`config.mk`:
```
export PLATFORM = sky130hd
export DESIGN_NAME = gpr_mul_exec_flat
export DESIGN_NICKNAME = d
export VERILOG_FILES = /design/src/rtl/gpr_mul_exec_if.sv /design/src/rtl/gpr_mul_exec.sv /design/src/flat_wrapper.sv
export SDC_FILE = /design/constraint.sdc
export NUM_CORES = 1
export LEC_CHECK = 0
export ABC_AREA = 1
export BUFFER_PORTS_ARGS = -buffer_cell sky130_fd_sc_hd__clkbuf_2
export CAP_MARGIN = 10
export CORE_ASPECT_RATIO = 1.25
export CORE_UTILIZATION = 50
export DETAILED_ROUTE_END_ITERATION = 8
export HOLD_SLACK_MARGIN = 0.08
export PLACE_DENSITY = 0.7
export SLEW_MARGIN = 20
export SYNTH_ARGS = -nofsm -noshare
export SYNTH_HDL_FRONTEND = slang
export SYNTH_SLANG_ARGS = --single-unit
```
`constraint.sdc`:
```
create_clock -name clock -period 2.7 [get_ports clock]
set_input_delay 0.675 -clock clock [delete_from_list [all_inputs] [get_ports clock]]
set_output_delay 0.675 -clock clock [all_outputs]
set_load 0.02 [all_outputs]
```
`src/rtl/gpr_mul_exec_if.sv`:
```
// rtl/gpr_mul_exec_if.sv - issue and register-file write-back bundle for the multiply execute stage
interface gpr_mul_exec_if;
  logic        in_valid;
  logic        in_ready;
  logic [1:0]  op;
  logic [3:0]  dst_x;
  logic [3:0]  dst_y;
  logic [31:0] A;
  logic [31:0] B;
  logic [31:0] C;
  logic [3:0]  WrtAdrX;
  logic        WrtEnbX;
  logic [31:0] X;
  logic [3:0]  WrtAdrY;
  logic        WrtEnbY;
  logic [31:0] Y;
  logic        busy;

  // Issuer / register-file side
  modport master (
    output in_valid, op, dst_x, dst_y, A, B, C,
    input  in_ready, WrtAdrX, WrtEnbX, X, WrtAdrY, WrtEnbY, Y, busy
  );

  // Execute stage side
  modport slave (
    input  in_valid, op, dst_x, dst_y, A, B, C,
    output in_ready, WrtAdrX, WrtEnbX, X, WrtAdrY, WrtEnbY, Y, busy
  );
endinterface

```
`src/rtl/gpr_mul_exec.sv`:
```
// rtl/gpr_mul_exec.sv - radix-2 shift-add multiply / multiply-accumulate execute stage
module gpr_mul_exec #(
  parameter bit EARLY_EXIT = 1'b1
) (
  input  logic         clock,
  input  logic         reset,
  gpr_mul_exec_if.slave bus
);

  localparam logic [1:0] OP_MULH = 2'b01;
  localparam logic [1:0] OP_MAC  = 2'b10;
  localparam logic [1:0] OP_MULW = 2'b11;

  typedef enum logic [1:0] {IDLE, CALC, WB} state_t;

  state_t      state, state_next;
  logic [4:0]  cnt, cnt_next;
  logic [63:0] acc, acc_next;
  logic [63:0] mcand, mcand_next;
  logic [31:0] mplier, mplier_next;
  logic [1:0]  op_q, op_next;
  logic [3:0]  dx_q, dx_next;
  logic [3:0]  dy_q, dy_next;
  logic        calc_done;

  // Next-state and datapath step: latch operands in IDLE, one multiplier bit per CALC cycle
  always_comb begin
    state_next  = state;
    cnt_next    = cnt;
    acc_next    = acc;
    mcand_next  = mcand;
    mplier_next = mplier;
    op_next     = op_q;
    dx_next     = dx_q;
    dy_next     = dy_q;
    calc_done   = 1'b0;
    case (state)
      IDLE: begin
        if (bus.in_valid) begin
          mcand_next  = {32'b0, bus.A};
          mplier_next = bus.B;
          op_next     = bus.op;
          dx_next     = bus.dst_x;
          dy_next     = bus.dst_y;
          acc_next    = (bus.op == OP_MAC) ? {32'b0, bus.C} : 64'b0;
          cnt_next    = 5'd0;
          state_next  = CALC;
        end
      end
      CALC: begin
        if (mplier[0]) begin
          acc_next = acc + mcand;
        end
        mcand_next  = mcand << 1;
        mplier_next = mplier >> 1;
        cnt_next    = cnt + 5'd1;
        // Early exit looks at the multiplier after this cycle's shift
        calc_done   = (cnt == 5'd31) || (EARLY_EXIT && (mplier[31:1] == 31'b0));
        if (calc_done) begin
          state_next = WB;
        end
      end
      WB: begin
        state_next = IDLE;
      end
      default: begin
        state_next = IDLE;
      end
    endcase
  end

  // State and datapath registers; reset discards any partial result
  always_ff @(posedge clock) begin
    if (reset) begin
      state  <= IDLE;
      cnt    <= 5'd0;
      acc    <= 64'b0;
      mcand  <= 64'b0;
      mplier <= 32'b0;
      op_q   <= 2'b0;
      dx_q   <= 4'b0;
      dy_q   <= 4'b0;
    end else begin
      state  <= state_next;
      cnt    <= cnt_next;
      acc    <= acc_next;
      mcand  <= mcand_next;
      mplier <= mplier_next;
      op_q   <= op_next;
      dx_q   <= dx_next;
      dy_q   <= dy_next;
    end
  end

  // Registered outputs, loaded from the next state so enables coincide exactly with WB
  always_ff @(posedge clock) begin
    if (reset) begin
      bus.in_ready <= 1'b1;
      bus.busy     <= 1'b0;
      bus.WrtEnbX  <= 1'b0;
      bus.WrtEnbY  <= 1'b0;
      bus.WrtAdrX  <= 4'b0;
      bus.WrtAdrY  <= 4'b0;
      bus.X        <= 32'b0;
      bus.Y        <= 32'b0;
    end else begin
      bus.in_ready <= (state_next == IDLE);
      bus.busy     <= (state_next != IDLE);
      bus.WrtEnbX  <= (state_next == WB);
      // Same-address MULW writes only the low word so the result never depends on port priority
      bus.WrtEnbY  <= (state_next == WB) && (op_q == OP_MULW) && (dx_q != dy_q);
      if (state_next == WB) begin
        bus.WrtAdrX <= dx_q;
        bus.X       <= (op_q == OP_MULH) ? acc_next[63:32] : acc_next[31:0];
        if (op_q == OP_MULW) begin
          bus.WrtAdrY <= dy_q;
          bus.Y       <= acc_next[63:32];
        end
      end
    end
  end

endmodule

```
`src/flat_wrapper.sv`:
```
// flat-port wrapper written by rule: the top's interface ports become plain ports
module gpr_mul_exec_flat 
#(
  parameter bit EARLY_EXIT = 1'b1
)
  (clock, reset, bus_in_valid, bus_op, bus_dst_x, bus_dst_y, bus_A, bus_B, bus_C, bus_in_ready, bus_WrtAdrX, bus_WrtEnbX, bus_X, bus_WrtAdrY, bus_WrtEnbY, bus_Y, bus_busy);
  gpr_mul_exec_if bus_i ();
  input  logic clock;
  input  logic reset;
  input wire logic [$bits(bus_i.in_valid)-1:0] bus_in_valid;
  input wire logic [$bits(bus_i.op)-1:0] bus_op;
  input wire logic [$bits(bus_i.dst_x)-1:0] bus_dst_x;
  input wire logic [$bits(bus_i.dst_y)-1:0] bus_dst_y;
  input wire logic [$bits(bus_i.A)-1:0] bus_A;
  input wire logic [$bits(bus_i.B)-1:0] bus_B;
  input wire logic [$bits(bus_i.C)-1:0] bus_C;
  output wire logic [$bits(bus_i.in_ready)-1:0] bus_in_ready;
  output wire logic [$bits(bus_i.WrtAdrX)-1:0] bus_WrtAdrX;
  output wire logic [$bits(bus_i.WrtEnbX)-1:0] bus_WrtEnbX;
  output wire logic [$bits(bus_i.X)-1:0] bus_X;
  output wire logic [$bits(bus_i.WrtAdrY)-1:0] bus_WrtAdrY;
  output wire logic [$bits(bus_i.WrtEnbY)-1:0] bus_WrtEnbY;
  output wire logic [$bits(bus_i.Y)-1:0] bus_Y;
  output wire logic [$bits(bus_i.busy)-1:0] bus_busy;
  assign bus_i.in_valid = bus_in_valid;
  assign bus_i.op = bus_op;
  assign bus_i.dst_x = bus_dst_x;
  assign bus_i.dst_y = bus_dst_y;
  assign bus_i.A = bus_A;
  assign bus_i.B = bus_B;
  assign bus_i.C = bus_C;
  assign bus_in_ready = bus_i.in_ready;
  assign bus_WrtAdrX = bus_i.WrtAdrX;
  assign bus_WrtEnbX = bus_i.WrtEnbX;
  assign bus_X = bus_i.X;
  assign bus_WrtAdrY = bus_i.WrtAdrY;
  assign bus_WrtEnbY = bus_i.WrtEnbY;
  assign bus_Y = bus_i.Y;
  assign bus_busy = bus_i.busy;
  gpr_mul_exec #(.EARLY_EXIT(EARLY_EXIT)) u_core (.clock(clock), .reset(reset), .bus(bus_i));
endmodule
```
### Word level (Yosys, flattened, before mapping)

Index checks and enable logic that the tools add are counted.

| operators by class | value |
|---|---|
| $add $sub $neg | 2 |
| equality and inequality tests | 8 |
| mux-type cells | 14 |
| reductions and logical operators | 11 |

Operators by type and width:

| operator | count |
|---|---|
| $pmux 64 s2 | 2 |
| $mux 64 | 3 |
| $mux 32 | 3 |
| $add 64x64->64 | 1 |
| $pmux 32 s2 | 1 |
| $logic_not 31->1 | 1 |
| $pmux 5 s2 | 1 |
| $eq 2x2->1 const B | 3 |
| $reduce_and 2->1 | 3 |
| $add 5x1->5 const B | 1 |
| $eq 5x5->1 const B | 1 |
| $mux 5 | 1 |
| $eq 2x1->1 const B | 2 |
| $logic_not 2->1 | 2 |
| $mux 2 | 2 |
| $ne 4x4->1 | 1 |
| $pmux 2 s2 | 1 |
| $reduce_bool 2->1 | 2 |
| $logic_and 1x1->1 | 2 |
| $ne 2x2->1 const B | 1 |
| $logic_or 1x1->1 | 1 |

| word-level totals | value |
|---|---|
| flip-flop bits (word level) | 253 |
| output and inout port bits | 76 |
| logic and storage cells | 51 |

### Logic depth before layout (Yosys ltp)

Gate-level depths: netlist (run 1).

| logic depth | value |
|---|---|
| depth in word-level cells | 7 |
| gate-level depth with buffers | 19 |

### Least setup slack after synthesis (run 1)

OpenSTA, ideal clock, no wires.

| timing | value |
|---|---|
| path kind | flip-flop to flip-flop |
| from | register u_core.mcand[0] |
| to | register u_core.bus.X[0] |
| setup time | 0.132 ns |
| data arrival time | 2.062 ns |
| data required time | 2.568 ns |
| path slack | 0.505 ns |
| cell stages (with the launch flop) | 18 |
| buffers on the path | 0 |
| clock period less this slack | 2.195 ns |
| cells stage by stage | dfxtp_1 -> ha_1 -> inv_1 -> fa_1 -> inv_1 -> nand3_1 -> nand2_1 -> nand2_1 -> nand2_1 -> nand2_1 -> nand3_2 -> nand2_1 -> nand3_1 -> nand3_1 -> a21boi_1 -> nand2_1 -> nand2_1 -> a21oi_1 |

| between the ends | value |
|---|---|
| longest elaborated chain between the ends | 4 |

RTL lines:

| item | line | source |
|---|---|---|
| from (decl) | gpr_mul_exec.sv:19 | `logic [63:0] mcand, mcand_next;` |
| from (signal assigned) | gpr_mul_exec.sv:87 | `mcand <= mcand_next;` |
| $add 64x64->64 | gpr_mul_exec.sv:52 | `acc_next = acc + mcand;` |
| $mux 64 | gpr_mul_exec.sv:51 | `if (mplier[0]) begin` |
| $pmux 64 s2 | gpr_mul_exec.sv:37 | `case (state)` |
| $mux 32 | gpr_mul_exec.sv:114 | `bus.X <= (op_q == OP_MULH) ? acc_next[63:32] : acc_next[31:0];` |
| to (signal assigned) | gpr_mul_exec.sv:114 |  |
| to (decl) | gpr_mul_exec_if.sv:28 | `output in_ready, WrtAdrX, WrtEnbX, X, WrtAdrY, WrtEnbY, Y, busy` |

No other way between the ends.
A chain may end at the register's enable or synchronous reset.

### Final worst setup path (run 1)

| timing | value |
|---|---|
| from | register u_core.acc[4] |
| to | register u_core.bus.X[11] |

| between the ends | value |
|---|---|
| longest elaborated chain between the ends | 4 |

RTL lines:

| item | line | source |
|---|---|---|
| from (decl) | gpr_mul_exec.sv:18 | `logic [63:0] acc, acc_next;` |
| from (signal assigned) | gpr_mul_exec.sv:86 | `acc <= acc_next;` |
| $add 64x64->64 | gpr_mul_exec.sv:52 |  |
| $mux 64 | gpr_mul_exec.sv:51 |  |
| $pmux 64 s2 | gpr_mul_exec.sv:37 |  |
| $mux 32 | gpr_mul_exec.sv:114 |  |

No other way between the ends.

==> flow_summary.toml, run 1 <==
[run_status]
run_status = "finished clean"

[sta]
peak_clock_frequency_supported_by_timing_ghz = 0.377
final-max-slew-violation-count = 0
tightestPinTransition_ns = 1.05
layout_skew_ns = 0.0117
hold-worst-slack_ns = 0.324
worst_slew_margin_pct = 30.3
layout_setup_ws_ns = 0.0502
period_minus_slack_ns = 2.65
finalHoldViolations = 0
period_share_pct = 98.1
report.final.setup_viol = 0
rsz0062_at_grt = "yes"
accumulated_negative_setup_slack_ns = 0

[final_layout]
final_layout_size_suffix_gt1_share_pct = 19.4
n_antenna_cell = 0
areaGrowthSynthToFinish_pct = 24.4
ff_latch_area_um2 = 5100
final_net_count = 3442
multi_input_area_um2 = 10000
layout.cells.non_filler = 3712
fillers = 3351
final_design_area_no_fill_um2 = 21200

[worst_setup_path]
worst_ep_arrival_time_ns = 3.16
critPathMaxStageDelay_ns = 0.33
crit_slowest_cell = "sky130_fd_sc_hd__dfxtp_1"
timing.setup.critical_path_class = "flip-flop to flip-flop"
crit_path_cell_trace = "ha_1 > nand2_1 > nand2_1 > a21oi_2 > nand2_2 > buf_4 > nand2_1 > nand2_2 > buf_4 > nand2_1 > inv_1 > o21ai_0 > nand2_1 > nand3_1 > nand2_1 > inv_1 > nand2_1 > a21oi_1"
crit_path_max_fanout = 3
worstSetupEndpointType = "flip-flop"
start_kind = "flip-flop"
worst-endpoint-required_ns = 3.21
launch_instance_of_the_worst_register_to_register_path = "u_core.acc[4]$_SDFF_PP0_"
crit_start = "u_core.acc[4]$_SDFF_PP0_"
crit_path_frequent_cell = "sky130_fd_sc_hd__nand2_1"

[global_route]
grt_pass1_vias = 18700
largest_net_degree_at_the_start_of_global_routing = 207
global_route.usage.total_pct = 38.6
antenna_found_initial = 0
globalRouteOverflowTotal = 0
global_route_wire_length_before_repair_mm = 103

[die]
num_io_pins = 185
floorplan.die.width_um = 167
floorplan.die.height_um = 209
initial_utilization_pct = 50.8
core_region_um2 = 33600
die_area_um2 = 34900
rows = 75

[place]
detailed_place_hpwl_mm = 53.6
gpl.final_weighted_congestion = 1.08
dpl_worst_slack_ns = -0.248
dpl_cell_area_um2 = 19700
io_buffer_count = 184
placed_cells = 3653

[cts]
tritoncts_buffers = 28
h-tree-depth = 1
insertion_delay_ns = 0.59
ctsLongestPathBuffers = 3
cts.sink_count = 253
worst_setup_hold_path_clk_slew_ns = 0.07
cts_root_buffer = "sky130_fd_sc_hd__clkbuf_16"
clock_tree_from_tritoncts = "yes"
holdBufCountCts = 0

[power_and_ir_drop]
total_leakage_power_nw = 10.9
p_per_area_nw_per_um2 = 460
vdd_ir_drop_max_v = 0.000555

[yosys]
ys_async_sr_fraction_pct = 0
synth_nets = 3110
post_synth_inst_count = 2935
synth.ff_latch_count = 253
postSynthAreaPerCell_um2 = 5.82
synth.distinct_cells = 45
synth-edff-count = 0
ys.flop_type = "sky130_fd_sc_hd__dfxtp_1"
synth_seq_area_share_pct = 29.7
yosys_warnings = 0
netlist_area_um2 = 17100

[routing]
final_antenna_net_count = 0
total_vias_in_the_final_route = 19700
detailedRoute.firstPassIterationCount = 5
avgViaCountPerCell = 5.29
routed_wl_per_cell_um = 18.4
drt_iter0_markers = 1472
route.detailed.drc = 0
drt-total-wl_mm = 68.3

[min_path]
hold_class = "primary input to flip-flop"
min-delay-start = "bus_B[31]"

[job]
drv_cap = 0
report_power, final:
group / switching [mW] / internal [mW] / total [mW]
combinational: 1.06 / 0.605 / 1.66
sequential: 0.143 / 3.87 / 4.01
clock: 1.73 / 2.38 / 4.11
area by class of cell:
| cell class | count | share of cell area [%] |
|---|---|---|
| multi-input cells | 2057 | 47.2 |
| flip-flops and latches | 253 | 24.0 |
| repair buffers | 410 | 12.5 |
| inverters | 517 | 9.16 |
| clock buffers | 37 | 3.74 |
| well taps | 423 | 2.49 |
| clock inverters | 15 | 0.901 |
metal layers:
metal  GRT usage (%)  vias to the layer above  wire length, um
met5               0                        -                0
met1            42.5                     8930            25700
met4            33.1                        0             6550
met2            65.8                      717            32500
met3            4.96                      237             3550
li1                -                     9767                -
cells by family (layout without fill, tap and decap cells):
kind of cell               after synthesis  after routing  synth area share, %
adders and majority gates               66             66                 4.88
and+or+nand+nor                       1612           1612                 38.2
AOI/OAI and AO/OA                      374            374                 12.5
buffers and inverters                  625            979                 14.5
xor gates and xnor gates                 5              5                0.256
DFF                                    253            253                 29.7
cell usage in the layout, fill, tap and decap left out, types with 5 or more instances in the layout:
master / instances
sky130_fd_sc_hd__buf_4: 223
sky130_fd_sc_hd__and2_1: 5
sky130_fd_sc_hd__o21ai_0: 31
sky130_fd_sc_hd__dfxtp_1: 229
sky130_fd_sc_hd__nand4_1: 12
sky130_fd_sc_hd__inv_1: 503
sky130_fd_sc_hd__ha_4: 8
sky130_fd_sc_hd__clkbuf_2: 183
sky130_fd_sc_hd__a31oi_1: 33
sky130_fd_sc_hd__dfxtp_2: 23
sky130_fd_sc_hd__nand2_2: 46
sky130_fd_sc_hd__clkbuf_16: 28
sky130_fd_sc_hd__nand3_2: 25
sky130_fd_sc_hd__nand3_1: 180
sky130_fd_sc_hd__nor2_2: 31
sky130_fd_sc_hd__nor4_1: 8
sky130_fd_sc_hd__clkinv_2: 6
sky130_fd_sc_hd__inv_2: 9
sky130_fd_sc_hd__nand2_1: 1068
sky130_fd_sc_hd__nor3_1: 9
sky130_fd_sc_hd__a22oi_1: 37
sky130_fd_sc_hd__nor2_4: 5
sky130_fd_sc_hd__nor2_1: 209
sky130_fd_sc_hd__o21ai_1: 9
sky130_fd_sc_hd__ha_1: 53
sky130_fd_sc_hd__a21oi_2: 7
sky130_fd_sc_hd__clkbuf_8: 6
sky130_fd_sc_hd__o211ai_1: 11
sky130_fd_sc_hd__a21oi_1: 216
sky130_fd_sc_hd__nor3_2: 5
sky130_fd_sc_hd__a32oi_1: 15
cell usage after synthesis, drive strengths merged (12+ instances only):
cell,count,area (um2)
a21oi,223,1120
a22oi,37,278
a31oi,33,206
a32oi,15,131
buf,49,297
clkbuf,57,218
dfxtp,253,5060
ha,65,813
inv,512,1920
nand2,1114,4200
nand3,208,1070
nand4,12,75.1
nor2,245,960
nor3,16,105
o21ai,42,210
timing repair:
action                                  4_1_cts  5_1_grt
setup buffers                                 1        6
gates resized for setup                      19      122
pin swaps                                     3       14
endpoints found under the setup margin       20       68
endpoints found under the hold margin         0        0
worst max-delay path: cells and delay by family, from the launching register on:
family,cells,cell delay [ns]
and+or+nand+nor,10,0.96
adders and majority gates,1,0.32
buffers and inverters,4,0.48
DFF,1,0.33
AOI/OAI and AO/OA,3,0.48
worst paths after layout:
kind	endpoint	slack, ns	cells past startpoint
setup reg to reg	u_core.bus.X[11]$_SDFFE_PP0P_	0.05	18
hold reg to reg	u_core.bus.X[31]$_SDFFE_PP0P_	0.47	2
setup / recovery	u_core.bus.X[11]$_SDFFE_PP0P_	0.05	18
hold / removal	u_core.mplier[31]$_SDFFE_PP0P_	0.32	3
metrics by stage:
step	power [mW]	utilization, %
2_1_floorplan	4.92	-
3_3_place_gp	5.64	58.7
3_5_place_dp	5.66	58.7
4_1_cts	9.74	61.8
5_1_grt	10.1	63.2
6_report	9.78	63.2
sequential cells by signal, summed over array words and instances (netlist names):
signal,count
u_core.bus.WrtEnbY,1
u_core.bus.Y,32
u_core.op_q,2
u_core.bus.WrtAdrX,4
u_core.mcand,64
u_core.state,2
u_core.mplier,32
u_core.cnt,5
u_core.bus.in_ready,1
u_core.bus.WrtAdrY,4
u_core.acc,64
u_core.dy_q,4
u_core.dx_q,4
u_core.bus.X,32
u_core.bus.WrtEnbX,1
u_core.bus.busy,1
(Power assumes the default switching activity.)
==> inputs of run 2 (changes only) <==
Settings changed: CELL_PAD_IN_SITES_DETAIL_PLACEMENT set to 2, CELL_PAD_IN_SITES_GLOBAL_PLACEMENT set to 2, CORE_UTILIZATION 50 to 31, PLACE_DENSITY 0.7 to not set, PLACE_DENSITY_LB_ADDON set to 0.1.
==> run 2 against run 1 <==
Compared with the run above: the run now ends with setup timing left; cell area up 8.8%; count of clock-buffer cells in the layout rose by 8; fmax is 4.8% lower.
==> flow_summary.toml, run 2 (same netlist as run 1, synthesis figures left out) <==
[sta]
worst_slew_margin_pct = 45.2
final-max-slew-violation-count = 0
peak_clock_frequency_supported_by_timing_ghz = 0.359
period_share_pct = 103
report.final.setup_viol = 7
rsz0062_at_grt = "yes"
finalHoldViolations = 0
period_minus_slack_ns = 2.78
layout_skew_ns = 0.0274
tightestPinTransition_ns = 0.822
layout_setup_ws_ns = -0.0819

[global_route]
grt_pass1_vias = 23400
global_route_wire_length_before_repair_mm = 139
globalRouteOverflowTotal = 0
largest_net_degree_at_the_start_of_global_routing = 77
antenna_found_initial = 1
global_route.usage.total_pct = 32.8

[die]
die_area_um2 = 56000
floorplan.die.width_um = 212
initial_utilization_pct = 31.6
core_region_um2 = 54100
floorplan.die.height_um = 264
rows = 95
num_io_pins = 185

[cts]
holdBufCountCts = 0
clock_tree_from_tritoncts = "yes"
cts_root_buffer = "sky130_fd_sc_hd__clkbuf_16"
insertion_delay_ns = 0.63
h-tree-depth = 1
tritoncts_buffers = 31
ctsLongestPathBuffers = 3
cts.sink_count = 253
worst_setup_hold_path_clk_slew_ns = 0.06

[run_status]
violations = "setup timing"
run_status = "complete, but fails checks"

[worst_setup_path]
start_kind = "flip-flop"
worst-endpoint-required_ns = 3.18
timing.setup.critical_path_class = "flip-flop to flip-flop"
worstSetupEndpointType = "flip-flop"
worst_ep_arrival_time_ns = 3.26
crit_path_max_fanout = 3

[place]
placed_cells = 4025
detailed_place_hpwl_mm = 73.4
io_buffer_count = 184
dpl_worst_slack_ns = -0.276
gpl.final_weighted_congestion = 0.914

[power_and_ir_drop]
p_per_area_nw_per_um2 = 469
vdd_ir_drop_max_v = 0.000469
total_leakage_power_nw = 11.5
total_power_mw = 10.8

[routing]
avgViaCountPerCell = 5.20
detailedRoute.firstPassIterationCount = 5
total_vias_in_the_final_route = 21300
route.detailed.drc = 0
drt-total-wl_mm = 97.0
final_antenna_net_count = 0
routed_wl_per_cell_um = 23.7
drt_iter0_markers = 1037

[final_layout]
largestRegisters = "u_core.acc x64, u_core.mcand x64"
final_net_count = 3516
areaGrowthSynthToFinish_pct = 35.3
mostFrequentLayoutCell = "sky130_fd_sc_hd__nand2_1"
layout.core_utilization_pct = 42.7
final_cell_mix = "1022 x sky130_fd_sc_hd__nand2_1, 500 x sky130_fd_sc_hd__inv_1, 286 x sky130_fd_sc_hd__buf_4, 209 x sky130_fd_sc_hd__dfxtp_1, 199 x sky130_fd_sc_hd__a21oi_1"
final_layout_size_suffix_gt1_share_pct = 25.1
layout.cells.non_filler = 4093

[min_path]
hold_class = "primary input to flip-flop"

[job]
drv_cap = 0
run 2: worst max-delay path, stage by stage (launching register included):
cell and delay (ns):
sky130_fd_sc_hd__dfxtp_1 0.43, sky130_fd_sc_hd__ha_4 0.25, sky130_fd_sc_hd__nand2_1 0.12, sky130_fd_sc_hd__nand2_1 0.10, sky130_fd_sc_hd__buf_4 0.15, sky130_fd_sc_hd__nand2_1 0.07, sky130_fd_sc_hd__nand2_1 0.09, sky130_fd_sc_hd__nand2_1 0.08
sky130_fd_sc_hd__nand2_1 0.07, sky130_fd_sc_hd__inv_1 0.09, sky130_fd_sc_hd__nand2_2 0.08, sky130_fd_sc_hd__buf_4 0.14, sky130_fd_sc_hd__nand2_1 0.05, sky130_fd_sc_hd__nand3_1 0.12, sky130_fd_sc_hd__o211ai_1 0.15, sky130_fd_sc_hd__nand3_1 0.11
sky130_fd_sc_hd__buf_4 0.19, sky130_fd_sc_hd__nand2_1 0.09, sky130_fd_sc_hd__inv_2 0.08, sky130_fd_sc_hd__nand2_1 0.10, sky130_fd_sc_hd__a21oi_2 0.05
run 2: final cells by class:
cell class | count | area, um2
Clock buffer | 45 | 938
Inverter | 517 | 1950
Timing Repair Buffer | 481 | 3290
Sequential cell | 253 | 5130
Tap cell | 727 | 910
Multi-Input combinational cell | 2057 | 10700
Antenna cell | 1 | 2.50
Clock inverter | 12 | 209
Fill cell | 6687 | 31000
run 2: final timing paths:
kind,cells past startpoint,slack [ns],end,from
max,20,-0.08,u_core.bus.X[15]$_SDFFE_PP0P_,u_core.mcand[8]$_SDFFE_PP0P_
min,3,0.30,u_core.mcand[11]$_SDFFE_PP0P_,bus_A[11]
max reg2reg,20,-0.08,u_core.bus.X[15]$_SDFFE_PP0P_,u_core.mcand[8]$_SDFFE_PP0P_
min reg2reg,2,0.49,u_core.bus.WrtAdrY[3]$_SDFFE_PP0P_,u_core.bus.WrtAdrY[3]$_SDFFE_PP0P_
run 2: power breakdown:
part	total [mW]	switching, mW	internal, mW
Combinational	2.02	1.30	0.718
Clock	4.79	1.91	2.89
Sequential	4.04	0.163	3.87
run 2: timing repair:
item / 4_1_cts / 5_1_grt
pin swaps: 4 / 31
gates resized for setup: 85 / 221
endpoints found under the setup margin: 63 / 71
buffers inserted: 2 / 8
run 2: stage by stage:
stage                     setup TNS (ns)  hold slack (ns)  cell area, um2
final                             -0.271            0.299           23100
after global routing               -1.90            0.312           23100
after CTS                        -0.0495            0.285           22200
after detailed placement           -4.75            0.462           20700
after global placement            -0.996            0.454           20700
after floorplan                        0            0.444           17100
run 2: layer usage:
layer  track usage [%]  share of wire (%)  up-vias
met4              21.0                8.0        0
met5                 0                  0        -
met1              35.2                 37    10600
met2              61.0                 51      512
li1                  -                  -     9903
met3              3.01                3.0      260
==> inputs of run 3 (changes only) <==
Settings changed: CORE_UTILIZATION 31 to 34.
Clock period 2.7 ns to 3.5 ns, I/O delays scaled along.
==> run 3 against run 2 <==
Compared with the run above: final cell count shrank 8.5%; first-iteration DRC count shrank 28%; the flow now finishes without violations; cell area shrank 16%; fmax shrank 16%; non-clock buffer count shrank 265; combinational power shrank 43%; largest power group is now sequential cells; setup slack gained 0.28 ns; global-route usage is essentially flat.
==> flow_summary.toml, run 3 (same netlist as run 1, synthesis figures left out) <==
[routing]
routed_wl_per_cell_um = 22.8
route.detailed.drc = 0
total_vias_in_the_final_route = 19700
detailedRoute.firstPassIterationCount = 5
drt_iter0_markers = 749
drt-total-wl_mm = 85.4
avgViaCountPerCell = 5.25
final_antenna_net_count = 0

[final_layout]
final_net_count = 3249
areaGrowthSynthToFinish_pct = 14.1
ff_latch_area_um2 = 5070
final_layout_size_suffix_gt1_share_pct = 9.83
multi_input_area_um2 = 9560
largestRegisters = "u_core.acc x64, u_core.mcand x64"
fillers = 6418
mostFrequentLayoutCell = "sky130_fd_sc_hd__nand2_1"
n_antenna_cell = 0
final_cell_mix = "1105 x sky130_fd_sc_hd__nand2_1, 505 x sky130_fd_sc_hd__inv_1, 252 x sky130_fd_sc_hd__dfxtp_1, 229 x sky130_fd_sc_hd__nor2_1, 223 x sky130_fd_sc_hd__a21oi_1"

[cts]
cts_root_buffer = "sky130_fd_sc_hd__clkbuf_16"
insertion_delay_ns = 0.61
worst_setup_hold_path_clk_slew_ns = 0.06
postCtsSetupRepairBufs = 0
cts.sink_count = 253
ctsLongestPathBuffers = 3
holdBufCountCts = 0
clock_tree_from_tritoncts = "yes"
post_cts.resized_instances = 0
tritoncts_buffers = 29
h-tree-depth = 1

[min_path]
hold_class = "flip-flop to flip-flop"

[worst_setup_path]
worst_ep_arrival_time_ns = 3.74
crit_path_max_fanout = 5
worstSetupEndpointType = "flip-flop"
start_kind = "flip-flop"
crit_slowest_cell = "sky130_fd_sc_hd__ha_1"
ff2ff_setup_slack_ns = 0.20
crit_path_frequent_cell = "sky130_fd_sc_hd__nand2_1"
critPathMaxStageDelay_ns = 0.48
critical_path_buf_inv_count = 1
top_delay_family_on_crit_path = "simple AND/OR/NAND/NOR gates"
timing.setup.critical_path_class = "flip-flop to flip-flop"
worst-endpoint-required_ns = 3.94
crit_path_cell_trace = "ha_1 > nand2_1 > nor2_1 > inv_1 > nor2_1 > nand2_1 > nor2_1 > nand2_1 > nand3_1 > nand3_1 > nand2_1 > nand3_1 > nand2_1 > a21oi_1"

[die]
floorplan.die.height_um = 253
initial_utilization_pct = 34.6
die_area_um2 = 51100
core_region_um2 = 49400
rows = 91
floorplan.die.width_um = 202
num_io_pins = 185

[sta]
rsz0062_at_grt = "no"
period_share_pct = 94.3
period_minus_slack_ns = 3.30
peak_clock_frequency_supported_by_timing_ghz = 0.303
final-max-slew-violation-count = 0
worst_slew_margin_pct = 30.6
accumulated_negative_setup_slack_ns = 0
layout_setup_ws_ns = 0.201
report.final.setup_viol = 0
layout_skew_ns = 0.0260
finalHoldViolations = 0
tightestPinTransition_ns = 1.04

[place]
dpl_worst_slack_ns = 0.155
gpl.final_weighted_congestion = 0.953
io_buffer_count = 184
detailed_place_hpwl_mm = 68.1

[global_route]
global_route_wire_length_before_repair_mm = 127
largest_net_degree_at_the_start_of_global_routing = 152
globalRouteOverflowTotal = 0
antenna_found_initial = 2
global_route.usage.total_pct = 32.8
grt_pass1_vias = 21500

[job]
drv_cap = 0

[power_and_ir_drop]
vdd_ir_drop_max_v = 0.000292
p_per_area_nw_per_um2 = 374
total_leakage_power_nw = 9.79

[run_status]
run_status = "finished clean"
-- run 3: metrics by stage --
step           total power [mW]  std cells  hold WS (ns)  instance area, um2  utilization, %
4_1_cts                    7.33       3744         0.473               19500            39.4
3_3_place_gp               4.26       3694         0.454               18600            37.6
2_1_floorplan              3.80       2935         0.444               17100               -
3_5_place_dp               4.31       3694         0.464               18600            37.6
5_1_grt                    7.54       3744         0.494               19500            39.4
6_report                   7.28       3744         0.476               19500            39.4
-- run 3: where the power goes --
| group | internal [mW] | switching (mW) | total, mW |
|---|---|---|---|
| combinational | 0.337 | 0.812 | 1.15 |
| sequential | 2.98 | 0.131 | 3.11 |
| clock | 1.69 | 1.33 | 3.02 |
| total | 5.01 | 2.28 | 7.28 |
-- run 3: cell type report --
type | instances | share of cell area, %
clock buffers | 44 | 4.22
clock inverters | 6 | 0.379
inverters | 517 | 9.98
multi-input cells | 2057 | 49.1
flip-flops and latches | 253 | 26.0
well taps | 651 | 4.18
repair buffers | 216 | 6.18
-- run 3: final timing paths --
check,start,to,cells after the start
setup / recovery,u_core.acc[26]$_SDFF_PP0_,u_core.bus.X[20]$_SDFFE_PP0P_,14
hold / removal,u_core.bus.X[5]$_SDFFE_PP0P_,u_core.bus.X[5]$_SDFFE_PP0P_,2
setup reg to reg,u_core.acc[26]$_SDFF_PP0_,u_core.bus.X[20]$_SDFFE_PP0P_,14
hold reg to reg,u_core.bus.X[5]$_SDFFE_PP0P_,u_core.bus.X[5]$_SDFFE_PP0P_,2
-- run 3: worst reg2reg max path, stage by stage (launching register included) --
cell and delay [ns]:
sky130_fd_sc_hd__dfxtp_1 0.41, sky130_fd_sc_hd__ha_1 0.48, sky130_fd_sc_hd__nand2_1 0.14, sky130_fd_sc_hd__nor2_1 0.41, sky130_fd_sc_hd__inv_1 0.14, sky130_fd_sc_hd__nor2_1 0.37
sky130_fd_sc_hd__nand2_1 0.11, sky130_fd_sc_hd__nor2_1 0.10, sky130_fd_sc_hd__nand2_1 0.09, sky130_fd_sc_hd__nand3_1 0.10, sky130_fd_sc_hd__nand3_1 0.18, sky130_fd_sc_hd__nand2_1 0.16
sky130_fd_sc_hd__nand3_1 0.17, sky130_fd_sc_hd__nand2_1 0.18, sky130_fd_sc_hd__a21oi_1 0.10
-- run 3: metal layers --
layer	track usage (%)	share of wire, %	vias up
li1	-	-	9374
met1	34.8	38	9632
met2	60.7	51	441
met3	2.93	3.1	211
met4	23.2	7.9	2
met5	0	0.015	-
